### config.mk
export PLATFORM = sky130hd
export DESIGN_NAME = dual_cam_frame_switch
export DESIGN_NICKNAME = d
export VERILOG_FILES = /design/src/rtl/dual_cam_frame_switch.sv
export SDC_FILE = /design/constraint.sdc
export NUM_CORES = 1
export LEC_CHECK = 0
export ABC_AREA = 1
export BUFFER_PORTS_ARGS = -buffer_cell sky130_fd_sc_hd__buf_4
export CELL_PAD_IN_SITES_DETAIL_PLACEMENT = 1
export CELL_PAD_IN_SITES_GLOBAL_PLACEMENT = 1
export CORE_MARGIN = 3
export CORE_UTILIZATION = 41
export CTS_BUF_LIST = sky130_fd_sc_hd__clkbuf_8
export CTS_CLUSTER_DIAMETER = 60
export CTS_CLUSTER_SIZE = 20
export DETAILED_ROUTE_END_ITERATION = 16
export PLACE_DENSITY = 0.86
export SYNTH_ARGS = -nofsm -noshare
export SYNTH_HDL_FRONTEND = slang
export SYNTH_SLANG_ARGS = --single-unit
### constraint.sdc
create_clock -name clock_in -period 3.8 [get_ports clock_in]
set_input_delay 0 -clock clock_in [delete_from_list [all_inputs] [get_ports clock_in]]
set_output_delay 0 -clock clock_in [all_outputs]
set_load 0.01 [all_outputs]
### src/rtl/dual_cam_frame_switch.sv
// Frame-aligned two-camera switch: picks camera A or B on frame boundaries only and
// forwards the chosen stream with one cycle of latency, with sticky error flags.
module dual_cam_frame_switch #(
  parameter int          DATA_W      = 16,
  parameter logic [15:0] TIMEOUT_CYC = 16'd60000
) (
  input  logic              clock_in,
  input  logic              reset,
  input  logic              fv_a,
  input  logic              lv_a,
  input  logic [DATA_W-1:0] data_a,
  input  logic              fv_b,
  input  logic              lv_b,
  input  logic [DATA_W-1:0] data_b,
  input  logic              enable,
  input  logic              sel_req,
  input  logic              alt_mode,
  input  logic              err_clr,
  output logic              FV,
  output logic              LV,
  output logic [DATA_W-1:0] data_out,
  output logic              active_sel,
  output logic              switch_done,
  output logic [15:0]       frame_count,
  output logic              timeout_err,
  output logic              lv_err
);

  typedef enum logic [1:0] {
    IDLE     = 2'd0,
    ARM      = 2'd1,
    WAIT_SOF = 2'd2,
    STREAM   = 2'd3
  } state_t;

  state_t      state_r, state_s;
  logic        fv_a_q_r, fv_b_q_r;
  logic        target_r;
  logic        have_last_r;
  logic [15:0] tmo_cnt_r;

  logic        sof_a_s, sof_b_s;
  logic        tgt_fv_s, tgt_sof_s;
  logic        act_fv_s, act_fv_q_s, act_lv_s, act_eof_s;
  logic        req_sel_s;
  logic        fwd_sel_s;
  logic        load_target_s, go_stream_s, timeout_s, eof_s, lv_bad_s;

  assign sof_a_s    = fv_a & ~fv_a_q_r;
  assign sof_b_s    = fv_b & ~fv_b_q_r;
  assign tgt_fv_s   = target_r ? fv_b : fv_a;
  assign tgt_sof_s  = target_r ? sof_b_s : sof_a_s;
  assign act_fv_s   = active_sel ? fv_b : fv_a;
  assign act_fv_q_s = active_sel ? fv_b_q_r : fv_a_q_r;
  assign act_lv_s   = active_sel ? lv_b : lv_a;
  assign act_eof_s  = ~act_fv_s & act_fv_q_s;
  assign req_sel_s  = alt_mode ? ~active_sel : sel_req;
  // On the SOF cycle active_sel has not been updated yet, so forward from the target.
  assign fwd_sel_s  = go_stream_s ? target_r : active_sel;
  assign lv_bad_s   = (state_r == STREAM) & act_lv_s & ~act_fv_s;

  // State register.
  always_ff @(posedge clock_in) begin
    if (reset) begin
      state_r <= IDLE;
    end else begin
      state_r <= state_s;
    end
  end

  // Next-state logic and per-cycle control strobes.
  always_comb begin
    state_s       = state_r;
    load_target_s = 1'b0;
    go_stream_s   = 1'b0;
    timeout_s     = 1'b0;
    eof_s         = 1'b0;
    case (state_r)
      IDLE: begin
        if (enable) begin
          load_target_s = 1'b1;
          state_s       = ARM;
        end else begin
          state_s = IDLE;
        end
      end
      ARM: begin
        if (!tgt_fv_s) begin
          state_s = WAIT_SOF;
        end else begin
          state_s = ARM;
        end
      end
      WAIT_SOF: begin
        if (tgt_sof_s) begin
          go_stream_s = 1'b1;
          state_s     = STREAM;
        end else if (tmo_cnt_r == (TIMEOUT_CYC - 16'd1)) begin
          timeout_s = 1'b1;
          state_s   = ARM;
        end else begin
          state_s = WAIT_SOF;
        end
      end
      STREAM: begin
        if (act_eof_s) begin
          eof_s = 1'b1;
          if (enable) begin
            load_target_s = 1'b1;
            state_s       = ARM;
          end else begin
            state_s = IDLE;
          end
        end else begin
          state_s = STREAM;
        end
      end
      default: begin
        state_s = IDLE;
      end
    endcase
  end

  // Source selection, timeout counter, frame counter and error flags.
  always_ff @(posedge clock_in) begin
    if (reset) begin
      fv_a_q_r    <= 1'b0;
      fv_b_q_r    <= 1'b0;
      target_r    <= 1'b0;
      active_sel  <= 1'b0;
      have_last_r <= 1'b0;
      switch_done <= 1'b0;
      tmo_cnt_r   <= 16'd0;
      frame_count <= 16'd0;
      timeout_err <= 1'b0;
      lv_err      <= 1'b0;
    end else begin
      fv_a_q_r <= fv_a;
      fv_b_q_r <= fv_b;

      if (load_target_s) begin
        target_r <= req_sel_s;
      end else if (timeout_s) begin
        target_r <= active_sel;
      end

      // have_last_r suppresses the pulse for the very first frame after reset.
      if (go_stream_s) begin
        active_sel  <= target_r;
        have_last_r <= 1'b1;
        switch_done <= have_last_r & (target_r != active_sel);
      end else begin
        switch_done <= 1'b0;
      end

      if ((state_r == WAIT_SOF) && !go_stream_s && !timeout_s) begin
        tmo_cnt_r <= tmo_cnt_r + 16'd1;
      end else begin
        tmo_cnt_r <= 16'd0;
      end

      if (eof_s) begin
        frame_count <= frame_count + 16'd1;
      end

      if (timeout_s) begin
        timeout_err <= 1'b1;
      end else if (err_clr) begin
        timeout_err <= 1'b0;
      end

      if (lv_bad_s) begin
        lv_err <= 1'b1;
      end else if (err_clr) begin
        lv_err <= 1'b0;
      end
    end
  end

  // Forwarded stream registers, zero whenever no frame is being forwarded.
  always_ff @(posedge clock_in) begin
    if (reset) begin
      FV       <= 1'b0;
      LV       <= 1'b0;
      data_out <= {DATA_W{1'b0}};
    end else if (go_stream_s || (state_r == STREAM)) begin
      FV       <= fwd_sel_s ? fv_b   : fv_a;
      LV       <= fwd_sel_s ? lv_b   : lv_a;
      data_out <= fwd_sel_s ? data_b : data_a;
    end else begin
      FV       <= 1'b0;
      LV       <= 1'b0;
      data_out <= {DATA_W{1'b0}};
    end
  end

endmodule
==> impl_metrics.py, run 1 <==
metrics = {
    "synthesis": {
        "synth_top_area_cell": "dfxtp_1",
        "ys_warn_count": 0,
        "async_reset_ff_share_pct": 0,
        "yosys-top-cells-count": "nand2_1, nor2_1, dfxtp_1",
        "synth_fp_nets": 460,
        "synthAdderAreaFrac_pct": 3.02,
        "synthDistinctLibCells": 35,
        "synth_top_family_by_area": "simple AND/OR/NAND/NOR gates",
        "synth_compound_area_share_pct": 11.2,
        "yosys.area_share.simple_pct": 33.0,
        "synthMuxAreaShare_pct": 0.388,
        "synth_ff_type": "dfxtp_1",
        "synth_top_cell_area_share_pct": 41.4,
        "synthCells": 411,
        "synth-seq-cells": 60,
        "yosysMostFrequentCell": "nand2_1",
        "synth_area_leaders": "dfxtp_1, nand2_1, nor2_1",
        "synth_area_sq_um": 2900,
        "syn_avg_cell_area_sq_um": 7.05,
        "synthXorXnorAreaFrac_pct": 2.11,
        "ys_seq_area_share_pct": 41.4,
        "synth_edf_count": 0,
    },
    "clock_network": {
        "ctsLongestPathBuffers": 2,
        "cts_root_buffer": "clkbuf_8",
        "clk_latency_ns": 0.35,
        "cts_max_level": 3,
        "cts_tree": "built",
        "cts-buffers-inserted": 9,
        "clk_pin_slew_ns": 0.07,
        "cts_setup_buffers": 0,
        "cts_sinks": 60,
    },
    "final_layout": {
        "antenna_cells": 0,
        "stdcell_count": 633,
        "final_util_pct": 61.3,
        "drive_above_1_share_pct": 22.0,
        "syn_to_final_growth_pct": 44.5,
        "fillers": 877,
        "nNetsFinal": 581,
        "fin_area_sq_um": 4190,
    },
    "sta": {
        "hold_viol": 0,
        "rsz0062_at_grt": "no",
        "tns_ns": 0,
        "final.min_clock_period_ns": 2.49,
        "fin_ws_ns": 1.31,
        "relSlewSlack_pct": 62.4,
        "fmax_ghz": 0.401,
        "setup_violations": 0,
        "finalMaxSlewViolations": 0,
        "worst_slew_pin_slew_ns": 0.563,
        "finClkSkew_ns": 0.0154,
        "fin_crit_sh_pct": 65.6,
    },
    "place": {
        "dpl.cell_count": 578,
        "place_hpwl_microns": 6090,
        "place_area_sq_um": 3550,
        "dp_slack_ns": 1.83,
        "place_congestion": 0.795,
        "port-buffer-count": 79,
    },
    "power_and_ir_drop": {
        "p_per_area_nw_per_um2": 359,
        "p_leak_nw": 1.77,
        "irDropWorstVdd_mv": 0.182,
    },
    "floorplan": {
        "core_sq_um": 6830,
        "ios": 80,
        "start_util_pct": 42.4,
        "fp.dieArea_sq_um": 8120,
        "die_h_microns": 90.1,
        "row_count": 30,
        "fp.dieW_microns": 90.1,
    },
    "detailed_routing": {
        "route.detailed.vias_per_inst": 5.19,
        "first_pass_iters": 4,
        "detail_route.wl_per_cell_microns": 17.4,
        "routed_wl_microns": 11000,
        "first_iter_violations": 107,
        "ant_nets": 0,
        "vias": 3284,
        "remaining_drc_errors": 0,
    },
    "global_routing": {
        "antenna_found_initial": 0,
        "grt_pass1_vias": 3629,
        "grt_max_degree": 21,
        "grt_pass1_wl_microns": 18300,
        "track_usage_pct": 28.0,
        "overflow": 0,
    },
    "worst_setup_path": {
        "startpoint_type": "flop",
        "rrSetupSlack_ns": 1.31,
        "cp.required_ns": 4.03,
        "crit_path_end_kind": "flop",
        "r2r_start": "state_r[0]",
        "ff2ff_path_depth": 8,
        "crit_type": "flop to flop",
        "arrival_ns": 2.73,
        "cp_max_fo": 20,
        "reg2reg_to": "data_out[7]",
    },
    "run": {
        "max_cap_violations": 0,
    },
    "hold_path": {
        "min_from": "enable",
        "min_to": "state_r[0]",
        "hold_depth": 3,
        "hp-class": "primary input to flop",
    },
    "run_status": {
        "status": "finished clean",
    },
}
[registers in the layout (all words and copies together) (netlist names), 2 cells and up]
register	cells
state_r	2
data_out	16
tmo_cnt_r	16
frame_count	16
[layer usage]
layer,wire (microns),vias to the layer above,GRT usage (%)
li1,-,1551,-
met3,628,34,7.28
met4,371,0,13.1
met1,4410,1594,30.9
met2,5590,105,50.0
met5,0,-,0
[power breakdown]
group          total (mW)  leakage, nW  switching (mW)  internal [mW]
sequential          0.639        0.484         0.00549          0.634
clock               0.744        0.131           0.276          0.469
combinational       0.121         1.15          0.0593         0.0614
[layout make-up]
| type | count | area (sq um) | area share (%) |
|---|---|---|---|
| Sequential cell | 60 | 1200 | 28.7 |
| Clock buffer | 11 | 151 | 3.61 |
| Tap cell | 96 | 120 | 2.87 |
| Inverter | 49 | 191 | 4.57 |
| Multi-Input combinational cell | 294 | 1440 | 34.4 |
| Timing Repair Buffer | 118 | 983 | 23.5 |
| Clock inverter | 5 | 98.8 | 2.36 |
[cells by family after synthesis]
family                   Yosys count
AND/OR/NAND/NOR                  219
AO/OA/AOI/OAI                     60
flip-flops                        60
buffers and inverters             57
XOR/XNOR                           7
adder cells (fa/ha/maj)            7
multiplexers                       1
[stage by stage]
step	hold slack [ns]	total power, mW
after global routing	0.0524	1.54
after global placement	0.222	0.740
after detailed placement	0.231	0.744
after CTS	0.00680	1.48
final	0.0170	1.50
after floorplan	0.117	0.698
[worst max-delay path: stages (launching register included)]
cell and delay [ns]:
dfxtp_1 0.34, inv_1 0.11, ha_1 0.38, nand3_4 0.15
nand2_2 0.09, nand2_2 0.27, o21ai_0 0.36, nor2_1 0.11
dlygate4sd3_1 0.57
[repair_timing]
| action | CTS | global route |
|---|---|---|
| hold buffers | 39 | 0 |
| gates resized for setup | 0 | 0 |
| hold endpoints to repair | 23 | 0 |
[worst max-delay path by stage]
stage	start	to	slack (ns)	cells after the start
finish	state_r[0]	data_out[7]	1.31	8
global route	state_r[0]	data_out[7]	1.17	7
CTS	state_r[0]	data_out[4]	1.43	9
detailed placement	state_r[0]	frame_count[2]	1.83	7
global placement	state_r[0]	frame_count[2]	1.88	7
floorplan	frame_count[0]	frame_count[8]	2.28	8
[placed cells by master (no fill, tap or decap), types with 2 or more instances in the layout]
master | synthesis | routed
clkbuf_8 | 0 | 11
inv_1 | 45 | 46
xor2_1 | 4 | 4
a21oi_1 | 25 | 25
or2_0 | 2 | 2
xnor2_1 | 3 | 3
dfxtp_1 | 60 | 60
nand2_1 | 95 | 95
nor3_1 | 10 | 10
nand3_1 | 16 | 16
buf_4 | 2 | 79
nand2_2 | 2 | 2
o21ai_0 | 29 | 29
o21ai_2 | 2 | 2
nor2_1 | 68 | 68
nor3_2 | 2 | 2
bufinv_16 | 0 | 3
dlygate4sd3_1 | 0 | 39
nor2_2 | 12 | 12
ha_1 | 7 | 7
clkinv_1 | 2 | 2
nand4_1 | 7 | 7
Note: power is estimated with default switching activity, not from simulation.
==> run 2: changes to the inputs <==
--- a/config.mk
+++ b/config.mk
@@ -10,12 +10,12 @@
 export CELL_PAD_IN_SITES_DETAIL_PLACEMENT = 1
 export CELL_PAD_IN_SITES_GLOBAL_PLACEMENT = 1
 export CORE_MARGIN = 3
-export CORE_UTILIZATION = 41
+export CORE_UTILIZATION = 34
 export CTS_BUF_LIST = sky130_fd_sc_hd__clkbuf_8
 export CTS_CLUSTER_DIAMETER = 60
 export CTS_CLUSTER_SIZE = 20
 export DETAILED_ROUTE_END_ITERATION = 16
-export PLACE_DENSITY = 0.86
+export PLACE_DENSITY = 0.76
 export SYNTH_ARGS = -nofsm -noshare
 export SYNTH_HDL_FRONTEND = slang
 export SYNTH_SLANG_ARGS = --single-unit
==> constraint.sdc (replaced) <==
create_clock -name clock_in -period 2.1 [get_ports clock_in]
set_input_delay 0 -clock clock_in [delete_from_list [all_inputs] [get_ports clock_in]]
set_output_delay 0 -clock clock_in [all_outputs]
set_load 0.01 [all_outputs]
==> impl_metrics.py, run 2 (synthesis results as in run 1) <==
metrics = {
    "sta": {
        "finClkSkew_ns": 0.0112,
        "fin_crit_sh_pct": 92.7,
        "holdWs_ns": 0.0403,
        "relSlewSlack_pct": 58.6,
        "worst_slew_pin_slew_ns": 0.606,
        "finalMaxSlewViolations": 0,
        "rsz0062_at_grt": "no",
        "tns_ns": 0,
        "fmax_ghz": 0.514,
        "final.min_clock_period_ns": 1.95,
        "setup_violations": 0,
        "hold_viol": 0,
    },
    "worst_setup_path": {
        "rrSetupSlack_ns": 0.15,
        "ff2ff_path_depth": 8,
        "startpoint_type": "flop",
        "reg2reg_to": "data_out[9]",
        "crit_type": "flop to flop",
        "arrival_ns": 2.20,
        "crit_start": "state_r[0]",
        "cp.required_ns": 2.35,
        "endpoint": "data_out[9]",
        "cp_max_fo": 20,
        "crit_path_end_kind": "flop",
        "r2r_start": "state_r[0]",
    },
    "global_routing": {
        "grt_max_degree": 21,
        "grtUsageMet2_pct": 37.0,
        "gr-usage-met1_pct": 25.4,
        "antenna_found_initial": 0,
        "grt_busiest_layer": "met2",
        "overflow": 0,
        "track_usage_pct": 21.8,
        "grt_pass1_vias": 3417,
        "grt_pass1_wl_microns": 16900,
        "gr-usage-met3_pct": 5.14,
    },
    "clock_network": {
        "clk_pin_slew_ns": 0.07,
        "cts_max_level": 3,
        "cts-buffers-inserted": 9,
        "cts_root_buffer": "clkbuf_8",
        "cts_sinks": 60,
        "clk_latency_ns": 0.34,
        "cts_tree": "built",
        "ctsLongestPathBuffers": 2,
    },
    "hold_path": {
        "hp-class": "primary input to flop",
        "min_from": "enable",
    },
    "final_layout": {
        "drive_above_1_share_pct": 22.3,
        "nNetsFinal": 582,
        "reg_top3": "data_out x16, frame_count x16, tmo_cnt_r x16",
        "syn_to_final_growth_pct": 42.9,
        "antenna_cells": 0,
        "final_common_cell": "nand2_1",
        "final_cell_mix": "nand2_1, buf_4, nor2_1",
    },
    "place": {
        "port-buffer-count": 79,
        "place_congestion": 0.836,
        "place_hpwl_microns": 6340,
    },
    "floorplan": {
        "fp.dieArea_sq_um": 9670,
        "start_util_pct": 35.1,
        "fp.dieW_microns": 98.3,
        "die_h_microns": 98.3,
        "row_count": 33,
        "core_sq_um": 8260,
        "ios": 80,
    },
    "detailed_routing": {
        "first_pass_iters": 4,
        "vias": 3201,
        "ant_nets": 0,
        "remaining_drc_errors": 0,
        "first_iter_violations": 82,
        "detail_route.wl_per_cell_microns": 15.5,
        "route.detailed.vias_per_inst": 4.98,
        "routed_wl_microns": 9990,
    },
    "power_and_ir_drop": {
        "p_per_area_nw_per_um2": 580,
        "p_leak_nw": 1.69,
        "irDropWorstVdd_mv": 0.322,
    },
    "run_status": {
        "status": "finished clean",
    },
    "run": {
        "max_cap_violations": 0,
    },
}
[run 2: area by class of cell]
cell class              count  area, sq um
flip-flops and latches     60         1200
clock buffers               9          124
inverters                  49          191
multi-input cells         294         1450
well taps                 105          131
repair buffers            119          988
fillers                  1048         4120
clock inverters             7         60.1
[run 2: worst min-delay path by stage]
stage / end / slack (ns) / cells after the start
global placement: data_out[6] / 0.22 / 3
floorplan: fv_b_q_r / 0.12 / 2
CTS: target_r / 0.02 / 5
finish: target_r / 0.04 / 5
global route: target_r / 0.04 / 5
detailed placement: data_out[0] / 0.23 / 3
[run 2: per-stage QoR]
step / setup WS [ns] / instance area (sq um) / power, mW / util (%) / instances
after CTS: 0.242 / 4140 / 2.41 / 50.1 / 643
final: 0.153 / 4140 / 2.40 / 50.2 / 643
after detailed placement: 0.286 / 3570 / 1.35 / 43.3 / 589
after global placement: 0.368 / 3570 / 1.34 / 43.3 / 589
after global routing: 0.0140 / 4140 / 2.50 / 50.2 / 643
after floorplan: 0.579 / 2900 / 1.26 / - / 411
[run 2: metal layers]
| metal | part of all wire (%) | wire, microns |
|---|---|---|
| met5 | 0 | 0 |
| met4 | 3.6 | 357 |
| met3 | 4.2 | 420 |
| met2 | 51 | 5120 |
| met1 | 41 | 4090 |
[run 2: timing repair]
action                                 CTS  global route
resized for setup                        0             1
hold buffers                            38             0
buffers inserted                         0             0
endpoints found under the hold margin   26             0
setup endpoints to repair                0             1
[run 2: worst max-delay path, cell delays in order, from the launching register on]
cell and delay, ns:
dfxtp_1 0.33, inv_1 0.12, ha_1 0.38, nand3_4 0.16
nand2_2 0.09, nand2_2 0.26, inv_8 0.26, nor2_2 0.06
nor2_1 0.20
[run 2: power breakdown]
part	leakage [nW]	switching, mW	internal [mW]
Sequential	0.484	0.00949	1.15
Clock	0.101	0.473	0.533
Combinational	1.11	0.109	0.131
